**src/rtl/som_sub_pkg.sv**
```systemverilog
// Shared definitions for the pipelined add/subtract block: op encodings,
// flag bit positions and the stage-count helpers used at elaboration time.
package som_sub_pkg;

    typedef enum logic [1:0] {
        OP_ADD = 2'b00,
        OP_SUB = 2'b01,
        OP_ADC = 2'b10,
        OP_SBC = 2'b11
    } op_e;

    // Bit positions inside the registered flag vector.
    localparam int FLAG_C    = 0;
    localparam int FLAG_V    = 1;
    localparam int FLAG_Z    = 2;
    localparam int FLAG_N    = 3;
    localparam int NUM_FLAGS = 4;

    // One pipeline rank per CHUNK-bit slice of the operands.
    function automatic int som_sub_stages(input int n, input int chunk);
        return n / chunk;
    endfunction

    // The operand width must split into whole chunks, at least one of them.
    function automatic bit som_sub_width_ok(input int n, input int chunk);
        return (chunk > 0) && (n >= chunk) && ((n % chunk) == 0);
    endfunction

endpackage

```
**src/rtl/som_sub_pipe_if.sv**
```systemverilog
// Operand/result handshake bundle for som_sub_pipe. The slave modport is the
// arithmetic block; the master modport is the producer/consumer side.
interface som_sub_pipe_if #(
    parameter int N     = 64,
    parameter int TAG_W = 5
);
    import som_sub_pkg::*;

    logic             in_valid;
    logic             in_ready;
    logic [N-1:0]     n1;
    logic [N-1:0]     n2;
    op_e              op;
    logic             cin;
    logic [TAG_W-1:0] tag_in;

    logic             out_valid;
    logic             out_ready;
    logic [N:0]       res;
    logic             flag_c;
    logic             flag_v;
    logic             flag_z;
    logic             flag_n;
    logic [TAG_W-1:0] tag_out;

    modport master (
        output in_valid, n1, n2, op, cin, tag_in, out_ready,
        input  in_ready, out_valid, res, flag_c, flag_v, flag_z, flag_n, tag_out
    );

    modport slave (
        input  in_valid, n1, n2, op, cin, tag_in, out_ready,
        output in_ready, out_valid, res, flag_c, flag_v, flag_z, flag_n, tag_out
    );

endinterface

```
**src/rtl/addsub_chunk.sv**
```systemverilog
// One carry-chained slice of the wide adder: W-bit add with carry in/out.
module addsub_chunk #(
    parameter int W = 16
) (
    input  logic [W-1:0] a,
    input  logic [W-1:0] b,
    input  logic         cin,
    output logic [W-1:0] sum,
    output logic         cout
);

    // Widen by one bit so the carry out falls out of the same addition.
    assign {cout, sum} = {1'b0, a} + {1'b0, b} + {{W{1'b0}}, cin};

endmodule

```
**src/rtl/som_sub_pipe.sv**
```systemverilog
// Pipelined N-bit add/subtract with carry-in ops, C/V/Z/N flags and a
// passthrough tag. Rank k adds chunk k; higher operand chunks ride along
// unadded, finished low chunks are carried forward, and the last rank is the
// registered output. The whole pipe advances together unless the output is
// held by the consumer.
module som_sub_pipe
    import som_sub_pkg::*;
#(
    parameter int N     = 64,
    parameter int CHUNK = 16,
    parameter int TAG_W = 5
) (
    input  logic          clk,
    input  logic          rst_n,
    som_sub_pipe_if.slave bus
);

    localparam int STAGES = som_sub_stages(N, CHUNK);
    localparam int L      = STAGES - 1;

    typedef logic [N-1:0] word_t;

    if (!som_sub_width_ok(N, CHUNK)) begin : g_bad_width
        $error("som_sub_pipe: N must be a positive multiple of CHUNK");
    end

    // Per-rank registers; a_q/b_q hold the full operands so the chunks not
    // yet added and the sign bits stay with their transaction.
    logic [STAGES-1:0] v_q;
    logic [STAGES-1:0] c_q;
    word_t             a_q   [STAGES];
    word_t             b_q   [STAGES];
    word_t             s_q   [STAGES];
    logic [TAG_W-1:0]  tag_q [STAGES];
    logic [NUM_FLAGS-1:0] flags_q;

    // What each rank would capture on an advancing edge.
    logic [STAGES-1:0] src_v;
    logic [STAGES-1:0] src_c;
    word_t             src_a   [STAGES];
    word_t             src_b   [STAGES];
    logic [TAG_W-1:0]  src_tag [STAGES];
    logic [CHUNK-1:0]  csum    [STAGES];
    logic [STAGES-1:0] ccout;
    word_t             nxt_s   [STAGES];

    logic                 advance;
    logic                 accept;
    word_t                eff_b;
    logic                 c0;
    logic [NUM_FLAGS-1:0] flags_d;

    assign advance      = !v_q[L] || bus.out_ready;
    assign bus.in_ready = advance && rst_n;
    assign accept       = bus.in_valid && bus.in_ready;

    // Subtract ops invert n2; ADD/SUB force the carry-in, ADC/SBC take cin.
    always_comb begin
        eff_b = bus.n2;
        c0    = 1'b0;
        case (bus.op)
            OP_ADD: begin eff_b = bus.n2;  c0 = 1'b0;    end
            OP_SUB: begin eff_b = ~bus.n2; c0 = 1'b1;    end
            OP_ADC: begin eff_b = bus.n2;  c0 = bus.cin; end
            OP_SBC: begin eff_b = ~bus.n2; c0 = bus.cin; end
            default: begin eff_b = bus.n2; c0 = 1'b0;    end
        endcase
    end

    for (genvar k = 0; k < STAGES; k++) begin : g_stage
        if (k == 0) begin : g_first
            assign src_v[0]   = accept;
            assign src_c[0]   = c0;
            assign src_a[0]   = bus.n1;
            assign src_b[0]   = eff_b;
            assign src_tag[0] = bus.tag_in;
            assign nxt_s[0]   = word_t'(csum[0]);
        end else begin : g_next
            assign src_v[k]   = v_q[k-1];
            assign src_c[k]   = c_q[k-1];
            assign src_a[k]   = a_q[k-1];
            assign src_b[k]   = b_q[k-1];
            assign src_tag[k] = tag_q[k-1];
            // Low chunks of s_q[k-1] are already final; its upper bits are zero.
            assign nxt_s[k]   = s_q[k-1] | (word_t'(csum[k]) << (k * CHUNK));
        end

        addsub_chunk #(.W(CHUNK)) u_chunk (
            .a    (src_a[k][k*CHUNK +: CHUNK]),
            .b    (src_b[k][k*CHUNK +: CHUNK]),
            .cin  (src_c[k]),
            .sum  (csum[k]),
            .cout (ccout[k])
        );
    end

    // Flags come from the fully assembled sum entering the output rank.
    always_comb begin
        flags_d         = '0;
        flags_d[FLAG_C] = ccout[L];
        flags_d[FLAG_Z] = (nxt_s[L] == '0);
        flags_d[FLAG_N] = nxt_s[L][N-1];
        flags_d[FLAG_V] = (src_a[L][N-1] == src_b[L][N-1]) &&
                          (nxt_s[L][N-1] != src_a[L][N-1]);
    end

    // Shift every rank forward on advance; data only loads behind a valid
    // source so bubbles leave the previous contents untouched.
    always_ff @(posedge clk) begin
        if (!rst_n) begin
            v_q     <= '0;
            c_q     <= '0;
            flags_q <= '0;
            for (int k = 0; k < STAGES; k++) begin
                a_q[k]   <= '0;
                b_q[k]   <= '0;
                s_q[k]   <= '0;
                tag_q[k] <= '0;
            end
        end else if (advance) begin
            for (int k = 0; k < STAGES; k++) begin
                v_q[k] <= src_v[k];
                if (src_v[k]) begin
                    a_q[k]   <= src_a[k];
                    b_q[k]   <= src_b[k];
                    s_q[k]   <= nxt_s[k];
                    c_q[k]   <= ccout[k];
                    tag_q[k] <= src_tag[k];
                end
            end
            if (src_v[L]) begin
                flags_q <= flags_d;
            end
        end
    end

    assign bus.out_valid = v_q[L];
    assign bus.res       = {c_q[L], s_q[L]};
    assign bus.flag_c    = flags_q[FLAG_C];
    assign bus.flag_v    = flags_q[FLAG_V];
    assign bus.flag_z    = flags_q[FLAG_Z];
    assign bus.flag_n    = flags_q[FLAG_N];
    assign bus.tag_out   = tag_q[L];

endmodule

```
**src/flat_wrapper.sv**
```systemverilog
// flat-port wrapper written by rule: the top's interface ports become plain ports
module som_sub_pipe_flat import som_sub_pkg::*;
#(
    parameter int N     = 64,
    parameter int CHUNK = 16,
    parameter int TAG_W = 5
)
  (clk, rst_n, bus_in_valid, bus_n1, bus_n2, bus_op, bus_cin, bus_tag_in, bus_out_ready, bus_in_ready, bus_out_valid, bus_res, bus_flag_c, bus_flag_v, bus_flag_z, bus_flag_n, bus_tag_out);
  som_sub_pipe_if #(.N(N), .TAG_W(TAG_W)) bus_i ();
  input  logic clk;
  input  logic rst_n;
  input wire logic [$bits(bus_i.in_valid)-1:0] bus_in_valid;
  input wire logic [$bits(bus_i.n1)-1:0] bus_n1;
  input wire logic [$bits(bus_i.n2)-1:0] bus_n2;
  input wire logic [$bits(bus_i.op)-1:0] bus_op;
  input wire logic [$bits(bus_i.cin)-1:0] bus_cin;
  input wire logic [$bits(bus_i.tag_in)-1:0] bus_tag_in;
  input wire logic [$bits(bus_i.out_ready)-1:0] bus_out_ready;
  output wire logic [$bits(bus_i.in_ready)-1:0] bus_in_ready;
  output wire logic [$bits(bus_i.out_valid)-1:0] bus_out_valid;
  output wire logic [$bits(bus_i.res)-1:0] bus_res;
  output wire logic [$bits(bus_i.flag_c)-1:0] bus_flag_c;
  output wire logic [$bits(bus_i.flag_v)-1:0] bus_flag_v;
  output wire logic [$bits(bus_i.flag_z)-1:0] bus_flag_z;
  output wire logic [$bits(bus_i.flag_n)-1:0] bus_flag_n;
  output wire logic [$bits(bus_i.tag_out)-1:0] bus_tag_out;
  assign bus_i.in_valid = bus_in_valid;
  assign bus_i.n1 = bus_n1;
  assign bus_i.n2 = bus_n2;
  assign bus_i.op = bus_op;
  assign bus_i.cin = bus_cin;
  assign bus_i.tag_in = bus_tag_in;
  assign bus_i.out_ready = bus_out_ready;
  assign bus_in_ready = bus_i.in_ready;
  assign bus_out_valid = bus_i.out_valid;
  assign bus_res = bus_i.res;
  assign bus_flag_c = bus_i.flag_c;
  assign bus_flag_v = bus_i.flag_v;
  assign bus_flag_z = bus_i.flag_z;
  assign bus_flag_n = bus_i.flag_n;
  assign bus_tag_out = bus_i.tag_out;
  som_sub_pipe #(.N(N), .CHUNK(CHUNK), .TAG_W(TAG_W)) u_core (.clk(clk), .rst_n(rst_n), .bus(bus_i));
endmodule
```
**config.mk**
```make
export PLATFORM = sky130hd
export DESIGN_NAME = som_sub_pipe_flat
export DESIGN_NICKNAME = d
export VERILOG_FILES = /design/src/rtl/som_sub_pkg.sv /design/src/rtl/som_sub_pipe_if.sv /design/src/rtl/addsub_chunk.sv /design/src/rtl/som_sub_pipe.sv /design/src/flat_wrapper.sv
export SDC_FILE = /design/constraint.sdc
export NUM_CORES = 1
export LEC_CHECK = 0
export ABC_AREA = 0
export BUFFER_PORTS_ARGS = -buffer_cell sky130_fd_sc_hd__buf_4
export CAP_MARGIN = 20
export CORE_MARGIN = 8
export CORE_UTILIZATION = 45
export CTS_BUF_LIST = sky130_fd_sc_hd__clkbuf_2
export DETAILED_ROUTE_END_ITERATION = 8
export PLACE_DENSITY = 0.63
export SLEW_MARGIN = 20
export SYNTH_ARGS = -nofsm -noshare
export SYNTH_HDL_FRONTEND = slang
export SYNTH_SLANG_ARGS = --single-unit
```
**constraint.sdc**
```tcl
create_clock -name clk -period 8.5 [get_ports clk]
set_clock_uncertainty 0.05 [all_clocks]
set_input_delay 1.275 -clock clk [delete_from_list [all_inputs] [get_ports clk]]
set_output_delay 1.275 -clock clk [all_outputs]
set_load 0.03 [all_outputs]
```
==> metrics.md <==
| Metric | Value |
|---|---|
| Status | `completed` |
| Simple-gate share of the synthesized area | `0.166` |
| Post-synthesis register bit count | `383` |
| Drt pass-1 iters | `5` |
| Worst EP required | `9300 ps` |
| Hold_buf cts | `0` |
| YS warnings | `0` |
| Pin count of the biggest net entering global routing | `86` |
| ANT nets after route | `0` |
| Multiplexer share of the synthesized area | `0.000576` |
| Top FF cell, synth | `edfxtp_1` |
| H-tree levels | `3` |
| Worst r2r src | `u_core.c_q[2]$_SDFFE_PN0P_` |
| R2R depth | `11` |
| CP Launch Type | `flop` |
| Number of flops mapped to enable cells by yosys | `372` |
| Total Wirelength | `34.8 mm` |
| Worst Path Max Fanout | `2` |
| Synthesized net count | `1500` |
| TritonCTS clock tree | `done` |
| TNS Setup | `0 ps` |
| Setup crit end kind | `flop` |
| Row cnt | `72` |
| Total Nets Final | `1768` |
| Fmax achieved | `281 MHz` |
| Worst R2R Setup Slack | `4940 ps` |
| Reg area | `11400 sq um` |
| Top cells by area, synth | `edfxtp_1 64%, and2_1 9.8%, ha_1 4.3%` |
| Post-CTS Resized | `0` |
| HP Class | `flop to flop` |
| Final hold violations | `0` |
| GP Congestion | `0.831` |
| Cell taking the most area after synthesis | `edfxtp_1` |
| Post-synthesis xor/xnor area fraction | `0.0544` |
| Die X | `212 um` |
| Period utilization | `0.419` |
| Syn Std Cell Area | `17400 sq um` |
| DR vias/cell | `4.82` |
| Initial core utilization | `0.453` |
| WL/cell | `16.2 um` |
| Worst skew pair latency | `930 ps` |
| Post-Synth Adder-Cell Area | `0.0524` |
| Sinks on Clock Net | `383` |
| Crit Path Class | `flop to flop` |
| Die height | `212 um` |
| Share of the synthesized area in the top cell type | `0.643` |
| Layout area overhead | `17.2%` |
| Hold EP | `u_core.flags_q[3]$_SDFFE_PN0P_` |
| CTS root buf | `clkbuf_2` |
| Final number of max-transition violations | `0` |
| Worst hold start | `u_core.flags_q[3]$_SDFFE_PN0P_` |
| Clock slew at reported path FFs | `120 ps` |
| First-pass GRT wire length | `54.6 mm` |
| Num ports | `216` |
| Pwr Total | `3.85 mW` |
| Leakage power | `8.39 nW` |
| Hold Path Cell Cnt | `2` |
| Clock Path Buffers | `3` |
| Pwr/cell area | `189 nW/um^2` |
| Worst-Margin Slew | `1150 ps` |
| Vias | `10400` |
| Endpoints failing setup | `0` |
| Synthesized instance count | `1292` |
| Number of global-route vias before repair | `10700` |
| Gr usage total | `0.155` |
| IO Port Bufs | `215` |
| Worst VDD drop | `78.2 uV` |
| Relative slew slack | `0.226` |
| Worst r2r dst | `u_core.flags_q[2]$_SDFFE_PN0P_` |
| Total gr overflow | `0` |
| Largest family of logic cells by synthesized area | `simple AND/OR/NAND/NOR gates` |
| Register area share after synthesis | `0.656` |
| Synth async-reset ratio | `0` |
| Drt drc | `0` |
| Max-cap check violation count | `0` |
| Syn_area_per_cell | `13.4 sq um` |
| Core box area | `38400 sq um` |
| Dpl hpwl | `24.3 mm` |
| # Post-CTS Setup Buffers | `0` |
| Initial DRC count | `423` |
| Unrepaired setup endpoints after global routing | `false` |
| Compound-Gate Fraction of Synth Area | `0.0548` |
| Post-synth top cells | `372 x edfxtp_1, 272 x and2_1, 123 x nor2_1` |
| Minimum clock period | `3560 ps` |
| CTS Buf Count | `96` |
| Proportion of layout cells with a drive suffix above 1 | `0.245` |
| Count leader, synth | `edfxtp_1` |
| Area of the multi-input gates | `5740 sq um` |
| Die area | `45100 sq um` |
| Antenna violations before repair | `1` |
| CP arrival | `4360 ps` |
| # fillers | `3376` |
| Library cells used by synthesis | `63` |
[state kept, by name (all words and copies together), names as in the netlist]
register and count:
u_core.tag_q 20, u_core.s_q 160, u_core.flags_q 4, u_core.v_q 4, u_core.a_q 96, u_core.c_q 3, u_core.b_q 96
[how the worst max path moves through the flow]
stage / start / slack, ps / to / cells after the start
2_1_floorplan: bus_out_ready / 2900 / u_core.a_q[0][16]$_SDFFCE_PN0P_ / 7
6_report: u_core.c_q[2]$_SDFFE_PN0P_ / 4940 / u_core.flags_q[2]$_SDFFE_PN0P_ / 11
3_3_place_gp: bus_op[0] / 4180 / u_core.c_q[0]$_SDFFE_PN0P_ / 13
4_1_cts: u_core.c_q[2]$_SDFFE_PN0P_ / 4890 / u_core.flags_q[2]$_SDFFE_PN0P_ / 11
5_1_grt: u_core.c_q[2]$_SDFFE_PN0P_ / 4690 / u_core.flags_q[2]$_SDFFE_PN0P_ / 11
3_5_place_dp: bus_op[0] / 4150 / u_core.c_q[0]$_SDFFE_PN0P_ / 13
[worst max-delay path, stage by stage, from the launching register on]
cell,delay [ps]
dfxtp_1,420
fa_1,270
inv_1,80
fa_1,630
nor4b_1,280
nand4_1,130
nor4_1,570
o2111ai_1,250
nor4_1,250
nand4_1,160
nor4_1,200
a32o_1,190
[cell families after synthesis]
logic type                 count (synthesis)
DFF                                      383
and+or+nand+nor                          523
AOI/OAI and AO/OA                        136
xor gates and xnor gates                 107
buffers and inverters                     74
adders and majority gates                 68
muxes                                      1
[stage by stage]
stage / setup WS [ps] / std cells / area, sq um / hold WS, ps / utilization
floorplan: 2900 / 1292 / 17400 / 413 / -
global placement: 4180 / 1980 / 19500 / 395 / 0.508
detailed placement: 4150 / 1980 / 19500 / 405 / 0.508
CTS: 4890 / 2149 / 20300 / 420 / 0.530
global route: 4690 / 2150 / 20300 / 434 / 0.530
finish: 4940 / 2150 / 20300 / 421 / 0.530
[area by class of cell]
class | instances | area share
Tap cell | 518 | 0.0319
Sequential cell | 383 | 0.560
Timing Repair Buffer | 221 | 0.0815
Clock inverter | 21 | 0.00412
Clock buffer | 148 | 0.0364
Multi-Input combinational cell | 835 | 0.282
Inverter | 23 | 0.00430
Antenna cell | 1 | 0.000123
[per-layer routing]
layer  vias to the layer above  GRT usage  share of wire
li1                       5198          -              -
met4                         0     0.0650          0.026
met3                        59     0.0435          0.069
met2                       288      0.273           0.51
met5                         -          0              0
met1                      4815      0.175           0.39
[report_power, final]
part / switching [mW] / leakage [nW] / internal (mW) / total, mW
Combinational: 0.274 / 3.69 / 0.198 / 0.472
Sequential: 0.0358 / 4.04 / 2.19 / 2.23
Clock: 0.695 / 0.662 / 0.456 / 1.15
Total: 1.01 / 8.39 / 2.85 / 3.85
[cells in the final DEF (no fill, tap or decap), drive strengths merged, types with 3 or more instances in the layout]
cell type | Yosys | layout
a2111oi | 3 | 3
a211oi | 7 | 7
a21boi | 4 | 4
a21o | 14 | 14
a21oi | 41 | 41
a31oi | 7 | 7
and2 | 272 | 272
and3 | 12 | 12
buf | 10 | 221
clkbuf | 41 | 148
clkinv | 0 | 20
dfxtp | 11 | 11
edfxtp | 372 | 372
fa | 8 | 8
ha | 60 | 60
inv | 23 | 24
nand2 | 33 | 33
nand2b | 9 | 9
nand3 | 13 | 13
nand4 | 7 | 7
nor2 | 123 | 123
nor2b | 5 | 5
nor3 | 14 | 14
nor3b | 3 | 3
nor4 | 13 | 13
nor4b | 3 | 3
o211ai | 4 | 4
o21a | 10 | 10
o21ai | 20 | 20
o31ai | 4 | 4
or3 | 10 | 10
xnor2 | 67 | 67
xor2 | 40 | 40
No activity file was read; power rests on OpenSTA's default activity.
